**src/rtl/sd_frame_rx.sv**
```systemverilog
// Receive side of the sen/sd serial register-bank link: deserializes one
// address+data frame per sen-low window and issues a single-cycle bank write.
module sd_frame_rx #(
   parameter int ADDR_W    = 3,
   parameter int DATA_W    = 18,
   parameter int DEPTH     = 8,
   parameter int LAST_ADDR = 7
) (
   input  logic              clk,
   input  logic              rst,
   input  logic              en,
   input  logic              sen,
   input  logic              sd,
   output logic              wr_en,
   output logic [ADDR_W-1:0] wr_addr,
   output logic [DATA_W-1:0] wr_data,
   output logic              done,
   output logic              frame_err,
   output logic              addr_err,
   output logic [7:0]        frame_cnt,
   output logic              busy,
   output logic [1:0]        state_dbg
);

   localparam int FRAME_LEN = ADDR_W + DATA_W;
   localparam int CNT_W     = $clog2(FRAME_LEN + 2);
   localparam logic [CNT_W-1:0]  FRAME_LEN_C = CNT_W'(FRAME_LEN);
   localparam logic [ADDR_W-1:0] LAST_C      = ADDR_W'(LAST_ADDR);

   // IDLE: sen_q high. SHIFT: sen_q low. EVAL: the edge that saw sen rise.
   typedef enum logic [1:0] {
      IDLE  = 2'd0,
      SHIFT = 2'd1,
      EVAL  = 2'd2
   } state_t;

   state_t               state;
   logic [CNT_W-1:0]     bit_cnt;
   logic [FRAME_LEN-1:0] shift_q;
   logic [ADDR_W-1:0]    frame_addr;
   logic [DATA_W-1:0]    frame_data;
   logic                 len_ok;
   logic                 addr_ok;

   assign frame_addr = shift_q[FRAME_LEN-1 -: ADDR_W];
   assign frame_data = shift_q[DATA_W-1:0];
   assign len_ok     = (bit_cnt == FRAME_LEN_C);
   assign addr_ok    = (32'(frame_addr) < DEPTH);
   assign state_dbg  = state;

   always_ff @(posedge clk or posedge rst) begin
      if (rst) begin
         state     <= IDLE;
         bit_cnt   <= '0;
         shift_q   <= '0;
         wr_en     <= 1'b0;
         wr_addr   <= '0;
         wr_data   <= '0;
         done      <= 1'b0;
         frame_err <= 1'b0;
         addr_err  <= 1'b0;
         frame_cnt <= 8'd0;
         busy      <= 1'b0;
      end else begin
         wr_en     <= 1'b0;
         frame_err <= 1'b0;
         addr_err  <= 1'b0;
         // done follows the write strobe by one cycle and is never cleared here
         if (wr_en && (wr_addr == LAST_C))
            done <= 1'b1;

         if (!en) begin
            // disabled: drop any partial frame silently
            state   <= IDLE;
            bit_cnt <= '0;
            busy    <= 1'b0;
         end else if (!sen) begin
            state   <= SHIFT;
            busy    <= 1'b1;
            shift_q <= {shift_q[FRAME_LEN-2:0], sd};
            if (bit_cnt != '1)
               bit_cnt <= bit_cnt + CNT_W'(1);
         end else begin
            busy    <= 1'b0;
            bit_cnt <= '0;
            if (state == SHIFT) begin
               state <= EVAL;
               if (!len_ok) begin
                  frame_err <= 1'b1;
               end else if (!addr_ok) begin
                  addr_err <= 1'b1;
               end else begin
                  wr_en     <= 1'b1;
                  wr_addr   <= frame_addr;
                  wr_data   <= frame_data;
                  frame_cnt <= frame_cnt + 8'd1;
               end
            end else begin
               state <= IDLE;
            end
         end
      end
   end

endmodule

```
**config.mk**
```make
export PLATFORM = sky130hd
export DESIGN_NAME = sd_frame_rx
export DESIGN_NICKNAME = d
export VERILOG_FILES = /design/src/rtl/sd_frame_rx.sv
export SDC_FILE = /design/constraint.sdc
export NUM_CORES = 1
export LEC_CHECK = 0
export BUFFER_PORTS_ARGS = -buffer_cell sky130_fd_sc_hd__buf_2
export CAP_MARGIN = 5
export CORE_MARGIN = 2
export CORE_UTILIZATION = 50
export DETAILED_ROUTE_END_ITERATION = 8
export PLACE_DENSITY = 0.69
export SLEW_MARGIN = 20
export SYNTH_ARGS = -nofsm -noshare
export SYNTH_HDL_FRONTEND = slang
export SYNTH_SLANG_ARGS = --single-unit
```
**constraint.sdc**
```tcl
create_clock -name clk -period 2.8 [get_ports clk]
set_input_delay 0.28 -clock clk [delete_from_list [all_inputs] [get_ports clk]]
set_output_delay 0.28 -clock clk [all_outputs]
set_load 0.02 [all_outputs]
```
==> flow_summary.toml, run 1 <==
[sta]
final_hold_viol_count = 0
grt_setup_unrepaired = "false"
min_period_over_period_pct = 70.6
hold_slack_ps = 188
slew_violations = 0
remaining_max_slew_budget_at_the_tightest_pin_pct = 53.6
timing.setup.tns_ps = 0
finalSetupViolCount = 0
tightestPinTransition_ps = 694
final.min_clock_period_ps = 1980
timing.clock.skew_ps = 5.46
max_freq_ghz = 0.506

[global_routing]
grt_max_degree = 36
via_count_of_the_first_global_routing_pass = 1387
grt_antenna_before_repair = 0
grt_pass1_wl_um = 6700
total_congestion_overflow_after_global_routing = 0
grt_usage_pct = 17.3

[placed_design]
gp_congestion = 0.821
hpwlAfterDp_um = 2670
io_buffers = 39
dpl.cell_count = 246

[critical_path]
timing.critical_path.to_type = "flip-flop"
worst-r2r-cell-count = 5
cp_num_buf_inv = 1
ff2ff_setup_slack_ps = 820
cp_data_arrival_time_ps = 2190
critical-path-slowest-cell = "nor2_4"
r2r-start = "bit_cnt[1]"
cp-start-kind = "flip-flop"
cp_cell_sequence = "inv_1 > ha_1 > nand4b_4 > nor2_4 > mux2_2"
timing_worst_setup_path_type = "flip-flop to flip-flop"
critPathMaxStageDelay_ps = 600
critical_path.reg2reg.endpoint = "wr_addr[1]"
endpoint_required_time_on_the_critical_path_ps = 3010
crit_fanout = 24
critical-path-top-delay-family = "simple AND/OR/NAND/NOR gates"

[min_path]
worstHoldStart = "sd"
hold_path.class = "input port to flip-flop"
hold_path_depth = 2
timing.hold.worst_endpoint = "shift_q[0]"

[power]
switching_share_pct = 21.5
powerDensity_nw_per_um2 = 732
power.ir.vdd_worst_mv = 0.331
total_leakage_power_nw = 1.63
power.combinational.fraction_pct = 7.2
power_report.internal_total_mw = 1.64
pwr-share-clk_pct = 42.6
pwr-share-seq_pct = 50.2
p_sw_mw = 0.450

[yosys]
syn_avg_cell_area_um2 = 15.1
synth_top_cells_by_area = "dfrtp_1 (63%), mux2_2 (12%), mux2_1 (8.5%)"
synth_sequential_area_ratio_pct = 62.9
syn_area_um2 = 2390
netlist.area_leader.share_pct = 62.9
synthesized_net_count = 167
yosys_warnings = 0
yosys.area.top_type = "dfrtp_1"
synth.ff_latch_count = 60
ys_types = 27
synthCells = 158

[detailed_routing]
vias = 1360
ant_nets = 0
drt_first_pass_iters = 4
drc_errors = 0
post_detailed_routing_wire_length_um = 3970
vias_per_cell = 5.17
drtIter0Drc = 59
drt-wirelength-per-cell_um = 15.1

[clocking]
cts_tree = "yes"
tritoncts_num_sinks = 60
number_of_buffers_created_by_cts = 9
cts_root_buf = "clkbuf_8"
postcts_setup_bufs = 0
cts_max_path_buffers = 2
clock_latency_ps = 330
cts_h_tree_depth = 3
cts.reportedPaths.clkPinSlew_ps = 60

[floorplan]
initial_core_utilization_pct = 51.2
core_um2 = 4660
design.portCount = 41
rows = 25
chipWidth_um = 73.1
fp.dieH_um = 73.1
die_area_um2 = 5340

[layout]
final_layout_size_suffix_gt1_share_pct = 40.7
area_delta_synth_final_pct = 19.8
layout.nets = 213
mostFrequentLayoutCell = "dfrtp_1"
n_fill_cell = 373
ant_cells = 0
final_util_pct = 61.3
layoutNonFillerInstCount = 263
final_cell_mix = "dfrtp_1 (60), buf_2 (39), mux2_2 (25)"

[run_status]
status = "complete, no violations"

[run]
cap_viol_max_count = 0
[cell type report]
cell class                      instances  area (um2)  area share (%)
Sequential cell                        60        1500            52.5
Multi-Input combinational cell         86         815            28.5
Timing Repair Buffer                   42         220            7.70
Clock buffer                           13         169            5.91
Clock inverter                          3        67.6            2.36
Tap cell                               54        67.6            2.36
Inverter                                5        18.8           0.656
[per-stage QoR]
step           power [mW]  area, um2  setup WS [ps]
2_1_floorplan        1.17       2390           1040
3_3_place_gp         1.20       2610            887
3_5_place_dp         1.22       2610            804
4_1_cts              2.12       2860            791
5_1_grt              2.19       2860            665
6_report             2.09       2860            824
[Yosys cell counts]
library cell	number
a21oi_1	1
a41o_1	1
and3_1	1
buf_2	3
buf_4	2
buf_6	2
conb_1	1
dfrtp_1	60
ha_1	4
inv_1	5
mux2_1	18
mux2_2	25
mux2i_1	1
nand2_1	2
nand2b_1	1
nand3_1	2
nand4_1	1
nand4b_1	1
nand4b_2	1
nand4b_4	1
nor2_1	6
nor2_4	1
nor2b_1	2
nor3_1	3
nor4_1	3
xnor2_1	1
xor2_1	9
[routing by layer]
metal / track usage (%) / routed length (um) / part of all wire (%) / up-vias
met3: 8.70 / 218 / 5.5 / 2
met5: 0 / 0 / 0 / -
met4: 6.79 / 14 / 0.35 / 0
met2: 27.5 / 1990 / 50 / 35
li1: - / - / - / 643
met1: 19.8 / 1740 / 44 / 680
[state kept, by name (all words and copies together) (netlist names)]
name       cells
bit_cnt        5
done           1
frame_cnt      8
frame_err      1
shift_q       21
state_dbg      2
wr_addr        3
wr_data       18
wr_en          1
[power by group through the flow]
stage,logic [mW],clock network [mW],registers [mW]
global route,0.168,0.959,1.07
global placement,0.145,0,1.06
CTS,0.155,0.917,1.05
finish,0.150,0.892,1.05
floorplan,0.130,0,1.04
detailed placement,0.153,0,1.07
[what timing repair did]
action / CTS / global route
hold buffers: 1 / 0
setup endpoints to repair: 0 / 0
gates resized for setup: 0 / 0
hold endpoints to repair: 25 / 0
[kinds of logic after synthesis]
logic type	synth area share [%]
AOI/OAI and AO/OA	0.629
xor gates and xnor gates	3.67
adders and majority gates	2.10
buffers and inverters	2.99
DFF	62.9
muxes	20.7
other	0.157
and+or+nand+nor	6.87
[worst max-delay path by stage]
stage | from | endpoint | slack, ps | cells after the start
global placement | bit_cnt[1] | wr_data[17] | 890 | 5
detailed placement | bit_cnt[1] | wr_addr[1] | 800 | 5
CTS | bit_cnt[1] | wr_addr[1] | 790 | 5
global route | bit_cnt[1] | wr_addr[1] | 670 | 5
floorplan | rst | bit_cnt[0] | 1040 | 1
finish | bit_cnt[1] | wr_addr[1] | 820 | 5
[worst reg2reg max path: stages (launching register included)]
cell and delay, ps:
dfrtp_1 420, inv_1 70, ha_1 180, nand4b_4 180, nor2_4 600, mux2_2 420
No activity file was read; power rests on OpenSTA's default activity.
==> inputs of run 2 (changes only) <==
==> constraint.sdc (replaced) <==
create_clock -name clk -period 2.06 [get_ports clk]
set_input_delay 0.206 -clock clk [delete_from_list [all_inputs] [get_ports clk]]
set_output_delay 0.206 -clock clk [all_outputs]
set_load 0.02 [all_outputs]
==> run 2 against run 1 <==
- register-to-register slack got worse by 480 ps
- clock skew increased by 2.9 ps
- core utilization decreased by 0.13 points
- largest cell class unchanged
==> flow_summary.toml, run 2 (synthesis gave the netlist of run 1 again) <==
[detailed_routing]
drc_errors = 0
drtIter0Drc = 74
ant_nets = 0
drt_first_pass_iters = 4
drt-wirelength-per-cell_um = 14.9
post_detailed_routing_wire_length_um = 3930
vias = 1367
vias_per_cell = 5.18

[layout]
final_util_pct = 61.2
final_layout_size_suffix_gt1_share_pct = 40.5
mostFrequentLayoutCell = "dfrtp_1"
largest-register = "shift_q"
final_cell_mix = "dfrtp_1 (60), buf_2 (39), mux2_2 (25)"
area_delta_synth_final_pct = 19.5
reg.largest.list = "shift_q (21), wr_data (18), frame_cnt (8)"
multiInputGateArea_um2 = 815
layout.area.seq_um2 = 1500
ant_cells = 0
layout.nets = 215
n_fill_cell = 358
number_of_flip_flops_in_the_largest_register = 21

[critical_path]
critical_path.startpoint = "bit_cnt[0]"
cp-start-kind = "flip-flop"
critical-path-slowest-cell = "dfrtp_1"
critPathMaxStageDelay_ps = 430
r2r-start = "bit_cnt[0]"
endpoint_required_time_on_the_critical_path_ps = 2260
cp_cell_sequence = "ha_1 > and3_1 > ha_1 > nand4b_1 > xor2_1 > nor2_1"
cp_data_arrival_time_ps = 1910
timing_worst_setup_path_type = "flip-flop to flip-flop"
crit_fanout = 6
timing.critical_path.to_type = "flip-flop"
critical-path-top-delay-family = "adder cells"
cp_num_buf_inv = 0
critical-path-top-cell-by-count = "ha_1"

[power]
power_report.internal_total_mw = 2.11
power.combinational.fraction_pct = 7.7
p_sw_mw = 0.586
pwr-share-seq_pct = 53.1
total_leakage_power_nw = 1.63
pwr-share-clk_pct = 39.2
power.ir.vdd_worst_mv = 0.644
switching_share_pct = 21.8
powerDensity_nw_per_um2 = 944

[placed_design]
gp_congestion = 0.773
hpwlAfterDp_um = 2720
io_buffers = 39

[floorplan]
initial_core_utilization_pct = 51.2
design.portCount = 41
die_area_um2 = 5340
chipWidth_um = 73.1
core_um2 = 4660
rows = 25
fp.dieH_um = 73.1

[clocking]
clock_latency_ps = 330
number_of_buffers_created_by_cts = 9
cts_max_path_buffers = 2
tritoncts_num_sinks = 60
cts_root_buf = "clkbuf_8"
cts_tree = "yes"
cts.reportedPaths.clkPinSlew_ps = 60
cts_h_tree_depth = 3

[sta]
slew_violations = 0
final.min_clock_period_ps = 1720
final_hold_viol_count = 0
min_period_over_period_pct = 83.4
remaining_max_slew_budget_at_the_tightest_pin_pct = 62.9
grt_setup_unrepaired = "false"
finalSetupViolCount = 0
tightestPinTransition_ps = 556
timing.clock.skew_ps = 8.35
timing.setup.tns_ps = 0
max_freq_ghz = 0.582

[run_status]
status = "complete, no violations"

[min_path]
worstHoldStart = "sd"
hold_path.class = "input port to flip-flop"

[global_routing]
total_congestion_overflow_after_global_routing = 0
via_count_of_the_first_global_routing_pass = 1360
grt_usage_pct = 16.7
grt_antenna_before_repair = 0
grt_pass1_wl_um = 6530
grt_max_degree = 36

[run]
cap_viol_max_count = 0
-- run 2: power groups by stage --
stage	Combinational, mW	Clock (mW)	Sequential [mW]
floorplan	0.176	0	1.41
global placement	0.200	0	1.44
detailed placement	0.213	0	1.45
CTS	0.215	1.09	1.43
global route	0.230	1.14	1.45
finish	0.208	1.05	1.43
-- run 2: layout make-up --
class | count | area share (%)
clock buffer | 14 | 6.05
clock inverter | 1 | 1.05
inverter | 5 | 0.658
multi-input combinational | 86 | 28.6
sequential | 60 | 52.6
tap | 54 | 2.37
timing repair buffer | 44 | 8.68
-- run 2: per-layer routing --
metal | wire length (um) | track usage, %
met1 | 1730 | 20.5
met2 | 1910 | 26.0
met3 | 189 | 4.56
met4 | 97 | 10.5
met5 | 0 | 0
-- run 2: final timing paths --
kind,endpoint,slack (ps),cells past startpoint
worst min register to register,frame_cnt[7],470,1
worst max-delay path,bit_cnt[3],340,6
min in group asynchronous,done,480,3
worst min-delay path,shift_q[0],130,2
max in group asynchronous,shift_q[2],1020,4
worst max register to register,bit_cnt[3],340,6
-- run 2: worst reg2reg max path, cell delays in order, from the launching register on --
cell and delay [ps]:
dfrtp_1 430, ha_1 220, and3_1 190, ha_1 270
nand4b_1 240, xor2_1 190, nor2_1 60
-- run 2: timing repair --
| item | CTS | global route |
|---|---|---|
| endpoints found under the hold margin | 25 | 0 |
| hold buffers | 1 | 0 |
| buffers inserted | 0 | 0 |
| resized for setup | 0 | 0 |
-- run 2: per-stage QoR --
step	cells	power (mW)	hold WS [ps]	cell area [um2]	setup slack (ps)
6_report	264	2.69	130	2850	341
5_1_grt	264	2.83	125	2850	186
4_1_cts	264	2.73	119	2850	312
3_5_place_dp	248	1.66	291	2640	355
3_3_place_gp	248	1.64	274	2640	431
2_1_floorplan	158	1.59	357	2390	369
